`config.mk`:
```
export PLATFORM = sky130hd
export DESIGN_NAME = regfile_write_arbiter
export DESIGN_NICKNAME = d
export VERILOG_FILES = /design/src/rtl/regfile_write_arbiter.sv
export SDC_FILE = /design/constraint.sdc
export NUM_CORES = 1
export LEC_CHECK = 0
export CAP_MARGIN = 15
export CORE_AREA = 2 2 81 83
export CTS_BUF_LIST = sky130_fd_sc_hd__clkbuf_8
export DETAILED_ROUTE_END_ITERATION = 12
export DIE_AREA = 0 0 83 85
export DONT_BUFFER_PORTS = 1
export SLEW_MARGIN = 10
export SYNTH_ARGS = -nofsm -noshare
export SYNTH_HDL_FRONTEND = slang
export SYNTH_SLANG_ARGS = --single-unit
```
`constraint.sdc`:
```
create_clock -name clk -period 1.5 [get_ports clk]
set_input_delay 0.225 -clock clk [delete_from_list [all_inputs] [get_ports clk]]
set_output_delay 0.225 -clock clk [all_outputs]
set_load 0.05 [all_outputs]
```
`src/rtl/regfile_write_arbiter.sv`:
```
// regfile_write_arbiter: shares the register file write port between NUM_REQ writeback requesters and tracks pending writes.
// Define REGFILE_ARB_ROUND_ROBIN_EN for round-robin arbitration; the default is fixed priority with the lowest index winning.
module regfile_write_arbiter #(
  parameter int NUM_REQ    = 3,
  parameter int DATA_WIDTH = 32,
  parameter int SEL_WIDTH  = 4,
  parameter int NUM_REGS   = 2**SEL_WIDTH
) (
  input  logic                          clk,
  input  logic                          rst_n,
  input  logic [NUM_REQ-1:0]            req_valid,
  input  logic [NUM_REQ*SEL_WIDTH-1:0]  req_sel,
  input  logic [NUM_REQ*DATA_WIDTH-1:0] req_data,
  output logic [NUM_REQ-1:0]            req_ready,
  input  logic                          reserve_en,
  input  logic [SEL_WIDTH-1:0]          reserve_sel,
  output logic                          rf_write_en,
  output logic [SEL_WIDTH-1:0]          rf_write_sel,
  output logic [DATA_WIDTH-1:0]         rf_write_data,
  output logic [NUM_REGS-1:0]           busy
);
  localparam int IDX_W = $clog2(NUM_REQ);
  logic [IDX_W-1:0]      gnt_idx, cand;
  logic                  gnt_found, xfer;
  logic [SEL_WIDTH-1:0]  gnt_sel;
  logic [DATA_WIDTH-1:0] gnt_data;
  logic                  we_q, we_d;
  logic [SEL_WIDTH-1:0]  sel_q, sel_d;
  logic [DATA_WIDTH-1:0] data_q, data_d;
  logic [NUM_REGS-1:0]   busy_q, busy_d, clr_vec, set_vec;
`ifdef REGFILE_ARB_ROUND_ROBIN_EN
  logic [IDX_W-1:0]      ptr_q, ptr_d;
`endif
  // Scanning from the far end and overwriting leaves the first candidate in search order.
  always_comb begin
    gnt_found = 1'b0;
    gnt_idx   = '0;
    cand      = '0;
    for (int k = NUM_REQ - 1; k >= 0; k--) begin
`ifdef REGFILE_ARB_ROUND_ROBIN_EN
      cand = IDX_W'((int'(ptr_q) + 1 + k) % NUM_REQ);
`else
      cand = IDX_W'(k);
`endif
      if (req_valid[cand]) begin
        gnt_found = 1'b1;
        gnt_idx   = cand;
      end
    end
  end
  assign req_ready = (gnt_found && rst_n) ? NUM_REQ'(1) << gnt_idx : '0;
  assign xfer      = gnt_found && rst_n;
  assign gnt_sel   = req_sel[int'(gnt_idx)*SEL_WIDTH +: SEL_WIDTH];
  assign gnt_data  = req_data[int'(gnt_idx)*DATA_WIDTH +: DATA_WIDTH];
  // Writes to register 0 complete the handshake but never reach the register file.
  assign we_d   = xfer && (gnt_sel != '0);
  assign sel_d  = xfer ? gnt_sel : sel_q;
  assign data_d = xfer ? gnt_data : data_q;
  assign clr_vec = NUM_REGS'(we_q) << sel_q;
  assign set_vec = (reserve_en && reserve_sel != '0) ? NUM_REGS'(1) << reserve_sel : '0;
  assign busy_d  = ((busy_q & ~clr_vec) | set_vec) & ~NUM_REGS'(1);
`ifdef REGFILE_ARB_ROUND_ROBIN_EN
  assign ptr_d = xfer ? gnt_idx : ptr_q;
  always_ff @(posedge clk or negedge rst_n)
    if (!rst_n) ptr_q <= IDX_W'(NUM_REQ - 1);
    else        ptr_q <= ptr_d;
`endif
  always_ff @(posedge clk or negedge rst_n) begin
    if (!rst_n) begin
      we_q   <= 1'b0;
      sel_q  <= '0;
      data_q <= '0;
      busy_q <= '0;
    end else begin
      we_q   <= we_d;
      sel_q  <= sel_d;
      data_q <= data_d;
      busy_q <= busy_d;
    end
  end
  assign rf_write_en   = we_q;
  assign rf_write_sel  = sel_q;
  assign rf_write_data = data_q;
  assign busy          = busy_q;
endmodule

```
=== After elaboration in Yosys (flattened, before gate mapping) ===
Cells that the tools add are included.

* Muxes and demuxes: 8
* Shift-type cells: 5
* Reductions and logical operators: 5
* Bitwise gates (word level): 3

{| class="wikitable"
|+ Operators by type and width
! kind !! count
|-
| 96-bit by 8-bit indexed part select with 32-bit output || 1
|-
| 16-bit bitwise AND || 1
|-
| 16-bit two-way mux || 1
|-
| 16-bit NOT || 1
|-
| 16-bit OR || 1
|-
| 1-bit by 4-bit << shifter with 16-bit output || 1
|-
| 1-bit by 4-bit << shifter with 16-bit output, first input constant || 1
|-
| 12-bit by 5-bit indexed part select with 4-bit output || 1
|-
| 4-bit nonzero test || 2
|-
| 2-bit two-way mux || 3
|-
| 1-bit logical AND || 3
|-
| 1-bit two-way mux || 3
|-
| 3-bit two-way mux || 1
|-
| 1-bit by 2-bit << shifter with 3-bit output, first input constant || 1
|}

* Input bits: 118
* Output and inout bits: 56
* Logic and storage cells: 25
* Register bits after elaboration: 52

=== Depth between registers and ports, before layout ===
Gate-level depths: netlist (run 1).

* Depth in word-level cells: 6
* Depth in mapped cells: 6
* Mapped depth without buffers: 3

=== Worst setup path before layout (run 1) ===
OpenSTA, ideal clock, no wires.

* Path type: in2out
* Start: input port req_valid[1]
* End: output port req_ready[2]
* Stages on the path: 3
* Arrival time: 2,089 ps
* Slack: -814 ps
* Data required time: 1,275 ps
* Cells stage by stage: buf_6 clkbuf_1 nor4bb_1

* Longest elaborated chain between the ends: 4
* Elaborated cells on any way between the ends: 7

{| class="wikitable"
|+ Ends and longest elaborated chain
! what !! line !! text
|-
| start, declared || 11 || <nowiki>input logic [NUM_REQ-1:0] req_valid,</nowiki>
|-
| 2-bit two-way mux or 1-bit two-way mux (tied branches) (2 in a row) || 45 || <nowiki>if (req_valid[cand]) begin</nowiki>
|-
| 1-bit by 2-bit << shifter with 3-bit output or 1-bit logical AND (tied branches) || 51 || <nowiki>assign req_ready = (gnt_found && rst_n) ? NUM_REQ'(1) << gnt_idx : '0;</nowiki>
|-
| 3-bit two-way mux * || 51 ||
|-
| end, declared || 14 || <nowiki>output logic [NUM_REQ-1:0] req_ready,</nowiki>
|}

Every way passes the cells marked *; elsewhere a longest branch is shown, timed or not.

=== Final worst setup path (run 1) ===
* Start: register we_q (netlist: rf_write_en)
* End: register busy_q[3] (netlist: busy[3])

* Longest elaborated chain between the ends: 4

{| class="wikitable"
|+ Ends and longest elaborated chain
! what !! line !! text
|-
| start, declared || 27 || <nowiki>logic we_q, we_d;</nowiki>
|-
| start signal, assigned || 75 || <nowiki>we_q <= we_d;</nowiki>
|-
| 1-bit by 4-bit << shifter with 16-bit output || 59 || <nowiki>assign clr_vec = NUM_REGS'(we_q) << sel_q;</nowiki>
|-
| 16-bit NOT || 61 || <nowiki>assign busy_d = ((busy_q & ~clr_vec) | set_vec) & ~NUM_REGS'(1);</nowiki>
|-
| 16-bit bitwise AND || 61 ||
|-
| 16-bit OR || 61 ||
|-
| named net busy_d[3] || 30 || <nowiki>logic [NUM_REGS-1:0] busy_q, busy_d, clr_vec, set_vec;</nowiki>
|-
| end signal, assigned || 78 || <nowiki>busy_q <= busy_d;</nowiki>
|-
| end, declared || 30 ||
|}

The timed path passes the listed nets, and every way through them passes these cells.
A chain may end at the register's enable or synchronous reset.

==> results.yml, run 1 <==
route:
  drt_wl_total_microns: 7550
  wl_per_cell_microns: 17.8
  drtAntennaViolNets: 0
  wl_met2_microns: 3730
  dr.pass1.iters: 4
  vias: 2453
  drc: 0
  dr.max_layer_used: "met4"
  first_iter_violations: 83
  dr_wl_met3_microns: 534
  routed_via_density: 5.80
  wl_met1_microns: 3180
sta:
  skew_ns: 0.00863
  slew_violations: 0
  rsz0062_at_grt: "false"
  slew_headroom_pct: 65.3
  fin_tns_setup_ns: 0
  worst_pin_slew_ns: 0.521
  hold_viol: 0
  final-setup-viol-count: 0
  min_period_ns: 1.32
  period_share_pct: 88.1
  whs_ns: 0.0971
  fmax_ghz: 0.756
yosys:
  yosysWarnings: 0
  synth_area_leaders: "dfrtp_1, or3b_1, o31ai_1"
  synth_top_area_share_pct: 42.9
  syn_nets: 460
  seq_area_frac_synth_pct: 42.9
  yosysTopAreaCell: "dfrtp_1"
  synth-edff-count: 0
  syn-cell-area_sq_um: 3030
  ys.flop_type: "dfrtp_1"
  syn-instance-count: 342
  synth_async_sr_flop_share_pct: 100
  synth-seq-cells: 52
  syn_area_per_cell_sq_um: 8.86
  synth_cell_types: 27
outcome:
  status: "complete, no violations"
floorplan:
  die_h_microns: 85
  rows: 29
  initial_core_util_pct: 48.8
  dieArea_sq_um: 7060
  io_pins: 174
  core_sq_um: 6200
  die_w_microns: 83
clock_tree:
  cts_made_buffers: 5
  clockBufferDepth: 2
  clk_latency_ns: 0.30
  cts_root_buf: "clkbuf_8"
  numClockSinks: 52
  tritoncts: "built"
  h-tree-depth: 2
  path_clk_slew_ns: 0.10
pwr:
  ir_drop_uv: 861
  p_leak_nw: 1.32
  power_density_nw_per_um2: 1400
critical_path:
  end_kind: "flop"
  path_max_fanout: 3
  arrival_ns: 1.51
  start_kind: "flop"
  critPathKind: "reg2reg"
  timing.critical_path.required_ns: 1.69
placement:
  dpl-instance-area_sq_um: 3170
  portBuffers: 0
  gp_congestion: 0.867
  hpwl_microns: 5420
grt:
  grt_pass1_vias: 2418
  grt_pass1_wl_microns: 12300
  gr-total-overflow: 0
  grt_start_max_net_pins: 74
  grt.total_usage_pct: 21.4
  antenna_found_initial: 1
finish:
  layout_commonest_cell: "dfrtp_1"
  mostFrequentLayoutCells: "dfrtp_1, nand2_1, nand2b_1"
  area_growth_pct: 9.66
  drive_above_1_share_pct: 11.9
  finalInstanceArea_sq_um: 3320
  fin_nets: 462
min_path:
  hp-class: "in2reg"
run:
  maxCapViolations: 0
per-stage QoR:
step	total power [mW]	util (%)	cells	setup WS, ns
detailed placement	3.71	51.1	412	-0.0294
finish	4.66	53.6	423	0.178
global placement	3.67	51.1	412	-0.0180
floorplan	3.41	-	342	0.0184
CTS	4.71	53.5	422	0.0620
global route	4.91	53.6	423	0.0656
area by class of cell:
type                    instances  area, sq um
multi-input cells             262         1600
well taps                      77         96.3
clock buffers                   5         68.8
flip-flops and latches         52         1300
fillers                       600         2880
repair buffers                 23          208
clock inverters                 3         42.5
diodes                          1         2.50
power by group:
group | switching, mW | internal, mW
Clock | 0.461 | 0.494
Combinational | 0.758 | 0.412
Sequential | 0.853 | 1.68
Total | 2.07 | 2.58
sequential cells by signal (all words and copies together), names as in the netlist:
name / count
rf_write_data: 32
rf_write_sel: 4
busy: 15
rf_write_en: 1
path summary, 6_finish.rpt:
kind | from | endpoint | slack (ns) | cells after the start
min reg2reg | busy[8] | busy[8] | 0.52 | 2
min in group asynchronous | rst_n | busy[4] | 0.43 | 2
max reg2reg | rf_write_en | busy[3] | 0.18 | 3
max in group asynchronous | rst_n | rf_write_data[29] | 0.83 | 2
max | rf_write_en | busy[3] | 0.18 | 3
min | req_data[13] | rf_write_data[13] | 0.1 | 2
cell usage after synthesis (3+ instances only):
cell type   n
clkbuf_1   13
o31ai_1    32
a21oi_1    32
o21ai_0    30
nand2_1    38
or4b_1      4
o221ai_2    3
buf_4       3
nand2b_1   37
or3b_1     32
dfrtp_1    52
nor2_1     32
o21ai_1     4
buf_2      10
nand3b_1    4
critical path, stage by stage, from the launching register on:
cell	delay, ns
dfrtp_2	0.55
or3b_4	0.43
o21ai_1	0.13
o21ai_0	0.10
per-layer routing:
layer	GRT usage, %	vias to the layer above
met5	0	-
met4	5.07	0
met3	6.32	9
met2	36.0	97
met1	27.4	1138
li1	-	1209
cell families after synthesis:
| kind of cell | after synthesis | share of synthesized area, % |
|---|---|---|
| AOI/OAI and AO/OA | 105 | 22.2 |
| buffers and inverters | 28 | 4.75 |
| DFF | 52 | 42.9 |
| other | 1 | 0.124 |
| and+or+nand+nor | 156 | 30.0 |
timing repair:
item	CTS	global route
buffers inserted	0	0
setup endpoints to repair	3	2
hold buffers	2	0
gates resized for setup	1	2
endpoints found under the hold margin	52	0
Power figures use the tool's default switching activity.
==> run 2, diff against run 1 <==
- MAX_ROUTING_LAYER: unset -> met4
==> run 2 against run 1 <==
  * Combinational power hardly changed
  * Flip-flop and latch count stayed put
  * Worst hold slack worse by 0.00064 ns
  * Critical endpoint unchanged
  * Largest cell class unchanged
  * Largest power group unchanged
  * Highest routed layer unchanged
==> results.yml, run 2 (synthesized netlist as in run 1, its figures left out) <==
route:
  first_iter_violations: 83
  drtAntennaViolNets: 0
  drt_wl_total_microns: 7540
  vias: 2448
  drc: 0
  dr.pass1.iters: 4
  wl_per_cell_microns: 17.8
  routed_via_density: 5.79
sta:
  period_share_pct: 88.1
  worst_pin_slew_ns: 0.521
  slew_headroom_pct: 65.3
  rsz0062_at_grt: "false"
  final-setup-viol-count: 0
  min_period_ns: 1.32
  fmax_ghz: 0.756
  skew_ns: 0.00931
  hold_viol: 0
  setup_slack_ns: 0.178
  fin_tns_setup_ns: 0
  slew_violations: 0
outcome:
  status: "complete, no violations"
critical_path:
  start_kind: "flop"
  arrival_ns: 1.51
  slowest_stage: "dfrtp_2"
  path_max_fanout: 3
  path_cells: "or3b_4, o21ai_1, o21ai_0"
  critPathKind: "reg2reg"
  max_stage_delay_ns: 0.55
  timing.critical_path.required_ns: 1.69
  reg2reg_to: "busy[3]"
  end_kind: "flop"
  r2r_cells: 3
  reg2reg_from: "rf_write_en"
  r2r_setup_slack_ns: 0.18
floorplan:
  dieArea_sq_um: 7060
  rows: 29
  initial_core_util_pct: 48.8
  die_h_microns: 85
  core_sq_um: 6200
  die_w_microns: 83
  io_pins: 174
finish:
  finalInstanceArea_sq_um: 3320
  area_growth_pct: 9.66
  fin_nets: 462
  largest_reg_flops: 32
  fillCellCount: 600
  layout_commonest_cell: "dfrtp_1"
  mostFrequentLayoutCells: "dfrtp_1, nand2_1, nand2b_1"
  drive_above_1_share_pct: 11.9
min_path:
  hp-class: "in2reg"
  min_to: "rf_write_data[13]"
  min_path_cells: 2
  hold_start: "req_data[13]"
placement:
  preCtsSetupSlack_ns: -0.0294
  gp_congestion: 0.881
  portBuffers: 0
  hpwl_microns: 5420
  dpl-instance-area_sq_um: 3170
pwr:
  ir_drop_uv: 861
  power_density_nw_per_um2: 1400
  p_leak_nw: 1.32
grt:
  grt_pass1_wl_microns: 12300
  grt.total_usage_pct: 22.1
  gr-total-overflow: 0
  grt_start_max_net_pins: 74
  grt_pass1_vias: 2425
  antenna_found_initial: 1
clock_tree:
  tritoncts: "built"
  clockBufferDepth: 2
  h-tree-depth: 2
  path_clk_slew_ns: 0.10
  cts_made_buffers: 5
  cts_root_buf: "clkbuf_8"
  clk_latency_ns: 0.30
  numClockSinks: 52
run:
  maxCapViolations: 0
-- run 2: cell counts in the layout (fill, tap and decap cells not counted) --
No cell type changed its count.
-- run 2: metal layers --
metal / global-route usage (%) / vias up / part of all wire [%]
met4: 5.07 / 0 / 1.4
met3: 6.13 / 9 / 7.1
met2: 35.9 / 97 / 49
met1: 27.7 / 1134 / 42
li1: - / 1208 / -
met5: - / - / 0
-- run 2: worst max-delay path, delay by kind of cell, from the launching register on --
kind,cells,cell delay (ns)
compound gates,2,0.23
flops,1,0.55
simple gates,1,0.43
-- run 2: final cells by class --
type	count	area, sq um	share of cell area, %
well taps	77	96.3	2.90
clock inverters	3	42.5	1.28
diodes	1	2.50	0.0753
multi-input cells	262	1600	48.2
flip-flops and latches	52	1300	39.2
clock buffers	5	68.8	2.07
repair buffers	23	208	6.25
-- run 2: power breakdown --
group          switching [mW]  total [mW]  internal, mW
clock network           0.463       0.957         0.494
logic                   0.758        1.17         0.412
registers               0.853        2.53          1.68
total                    2.07        4.66          2.58
-- run 2: worst max-delay path by stage --
| stage | from | to | slack [ns] | cells past startpoint |
|---|---|---|---|---|
| after global routing | rf_write_en | busy[12] | 0.07 | 4 |
| after detailed placement | rf_write_en | busy[1] | -0.03 | 3 |
| after CTS | rf_write_en | busy[3] | 0.06 | 3 |
| final | rf_write_en | busy[3] | 0.18 | 3 |
| after floorplan | rf_write_en | busy[3] | 0.02 | 3 |
| after global placement | rf_write_en | busy[1] | -0.02 | 3 |
-- run 2: per-stage QoR --
stage	hold slack [ns]	instances	utilization, %	power, mW
3_5_place_dp	-0.0695	412	51.1	3.71
6_report	0.0964	423	53.6	4.66
4_1_cts	0.0940	422	53.5	4.71
5_1_grt	0.0880	423	53.6	4.91
2_1_floorplan	-0.0706	342	-	3.41
3_3_place_gp	-0.0694	412	51.1	3.67
-- run 2: repair_timing --
| item | in CTS | in global routing |
|---|---|---|
| hold buffers | 2 | 0 |
| hold endpoints to repair | 52 | 0 |
| buffers inserted | 0 | 0 |
| endpoints found under the setup margin | 3 | 2 |
| gates resized for setup | 1 | 2 |
==> run 3, diff against run 2 <==
- PLACE_DENSITY: unset -> 0.75
==> run 3 against run 2 <==
  * Cell count fell by 0.24%
  * Critical path type unchanged
  * Cell area fell by 0.90%
  * Largest cell class unchanged
  * First-iteration DRC count rose by 12%
  * Via count rose by 2.6%
  * Critical endpoint unchanged
  * Global-route usage fell by 0.14 points
==> results.yml, run 3 (synthesized netlist as in run 1, its figures left out) <==
outcome:
  status: "complete, no violations"
finish:
  finalInstanceArea_sq_um: 3290
  fin_nets: 461
  largest_reg_flops: 32
  fillCellCount: 576
  drive_above_1_share_pct: 11.3
  mostFrequentLayoutCells: "dfrtp_1, nand2_1, nand2b_1"
  area_growth_pct: 8.67
  layout_commonest_cell: "dfrtp_1"
grt:
  grt_pass1_vias: 2446
  antenna_found_initial: 1
  grt.total_usage_pct: 22.0
  gr-total-overflow: 0
  grt_use_met3_pct: 5.54
  grt_util_met1_pct: 28.7
  grt_util_met2_pct: 34.6
  grt-busiest-layer: "met2"
  grt_start_max_net_pins: 74
  grt_pass1_wl_microns: 12300
placement:
  preCtsSetupSlack_ns: 0.176
  hpwl_microns: 5500
  gp_congestion: 0.868
  portBuffers: 0
  dpl-instance-area_sq_um: 3160
clock_tree:
  tritoncts: "built"
  clockBufferDepth: 2
  cts_hold_buffers: 2
  clk_latency_ns: 0.31
  cts_made_buffers: 5
  numClockSinks: 52
  h-tree-depth: 2
  path_clk_slew_ns: 0.11
  cts_setup_buffers: 0
  cts-resized-gates: 0
  cts_root_buf: "clkbuf_8"
sta:
  final-setup-viol-count: 0
  hold_viol: 0
  period_share_pct: 91.4
  slew_violations: 0
  fmax_ghz: 0.730
  min_period_ns: 1.37
  setup_slack_ns: 0.130
  worst_pin_slew_ns: 0.514
  rsz0062_at_grt: "false"
  skew_ns: 0.0110
  fin_tns_setup_ns: 0
  slew_headroom_pct: 65.8
route:
  drc: 0
  drtAntennaViolNets: 0
  vias: 2512
  wl_per_cell_microns: 18.0
  dr.pass1.iters: 4
  routed_via_density: 5.95
  drt_wl_total_microns: 7590
  first_iter_violations: 93
floorplan:
  rows: 29
  core_sq_um: 6200
  dieArea_sq_um: 7060
  initial_core_util_pct: 48.8
  io_pins: 174
  die_w_microns: 83
  die_h_microns: 85
pwr:
  power_density_nw_per_um2: 1370
  ir_drop_uv: 909
  p_leak_nw: 1.30
critical_path:
  end_kind: "flop"
  path_common_cell: "o21ai_0"
  timing.critical_path.required_ns: 1.69
  path_cells: "or3b_2, o21ai_0, o21ai_0"
  path_max_fanout: 5
  critPathKind: "reg2reg"
  crit_family: "simple AND/OR/NAND/NOR gates"
  slowest_stage: "or3b_2"
  arrival_ns: 1.56
  max_stage_delay_ns: 0.50
  start_kind: "flop"
  timing.critical_path.buf_inv: 0
run:
  maxCapViolations: 0
min_path:
  hp-class: "in2reg"
## run 3: cell types whose count changed in the layout (fill, tap and decap cells not counted)
cell	before	now
buf_4	20	19
bufinv_16	1	0
clkinv_2	1	0
clkinv_4	0	1
clkinvlp_4	1	2
dfrtp_1	51	52
dfrtp_2	1	0
o21ai_0	29	30
o21ai_1	5	4
or3b_2	1	2
or3b_4	1	0
## run 3: per-stage QoR
stage	std cells	hold WS [ns]	utilization, %	total power [mW]
floorplan	342	-0.0706	-	3.41
global placement	411	-0.0693	50.9	3.68
detailed placement	411	-0.0693	50.9	3.72
CTS	421	0.0897	53.0	4.57
global route	422	0.0933	53.1	4.74
finish	422	0.0938	53.1	4.52
## run 3: power by group
part	leakage [nW]	internal (mW)	switching [mW]
combinational	0.656	0.417	0.815
clock	0.0404	0.331	0.473
sequential	0.608	1.68	0.809
total	1.30	2.43	2.10
## run 3: metal layers
| metal | wire, microns | up-vias |
|---|---|---|
| met3 | 586 | 10 |
| met5 | 0 | - |
| li1 | - | 1216 |
| met1 | 3310 | 1165 |
| met4 | 97 | 0 |
| met2 | 3600 | 121 |
## run 3: worst paths after layout
kind / endpoint / startpoint / cells past startpoint / slack [ns]
setup / recovery: busy[3] / rf_write_sel[2] / 3 / 0.13
hold / removal: rf_write_data[1] / req_data[1] / 2 / 0.09
setup reg to reg: busy[3] / rf_write_sel[2] / 3 / 0.13
hold reg to reg: busy[4] / busy[4] / 2 / 0.53
max in group asynchronous: rf_write_data[13] / rst_n / 2 / 0.83
min in group asynchronous: busy[9] / rst_n / 2 / 0.42
## run 3: area by class of cell
type                    count  area (sq um)  share of cell area (%)
multi-input cells         262          1600                    48.6
well taps                  77          96.3                    2.93
flip-flops and latches     52          1300                    39.5
clock buffers               5          68.8                    2.09
clock inverters             3          23.8                   0.722
diodes                      1          2.50                  0.0760
repair buffers             22           200                    6.08
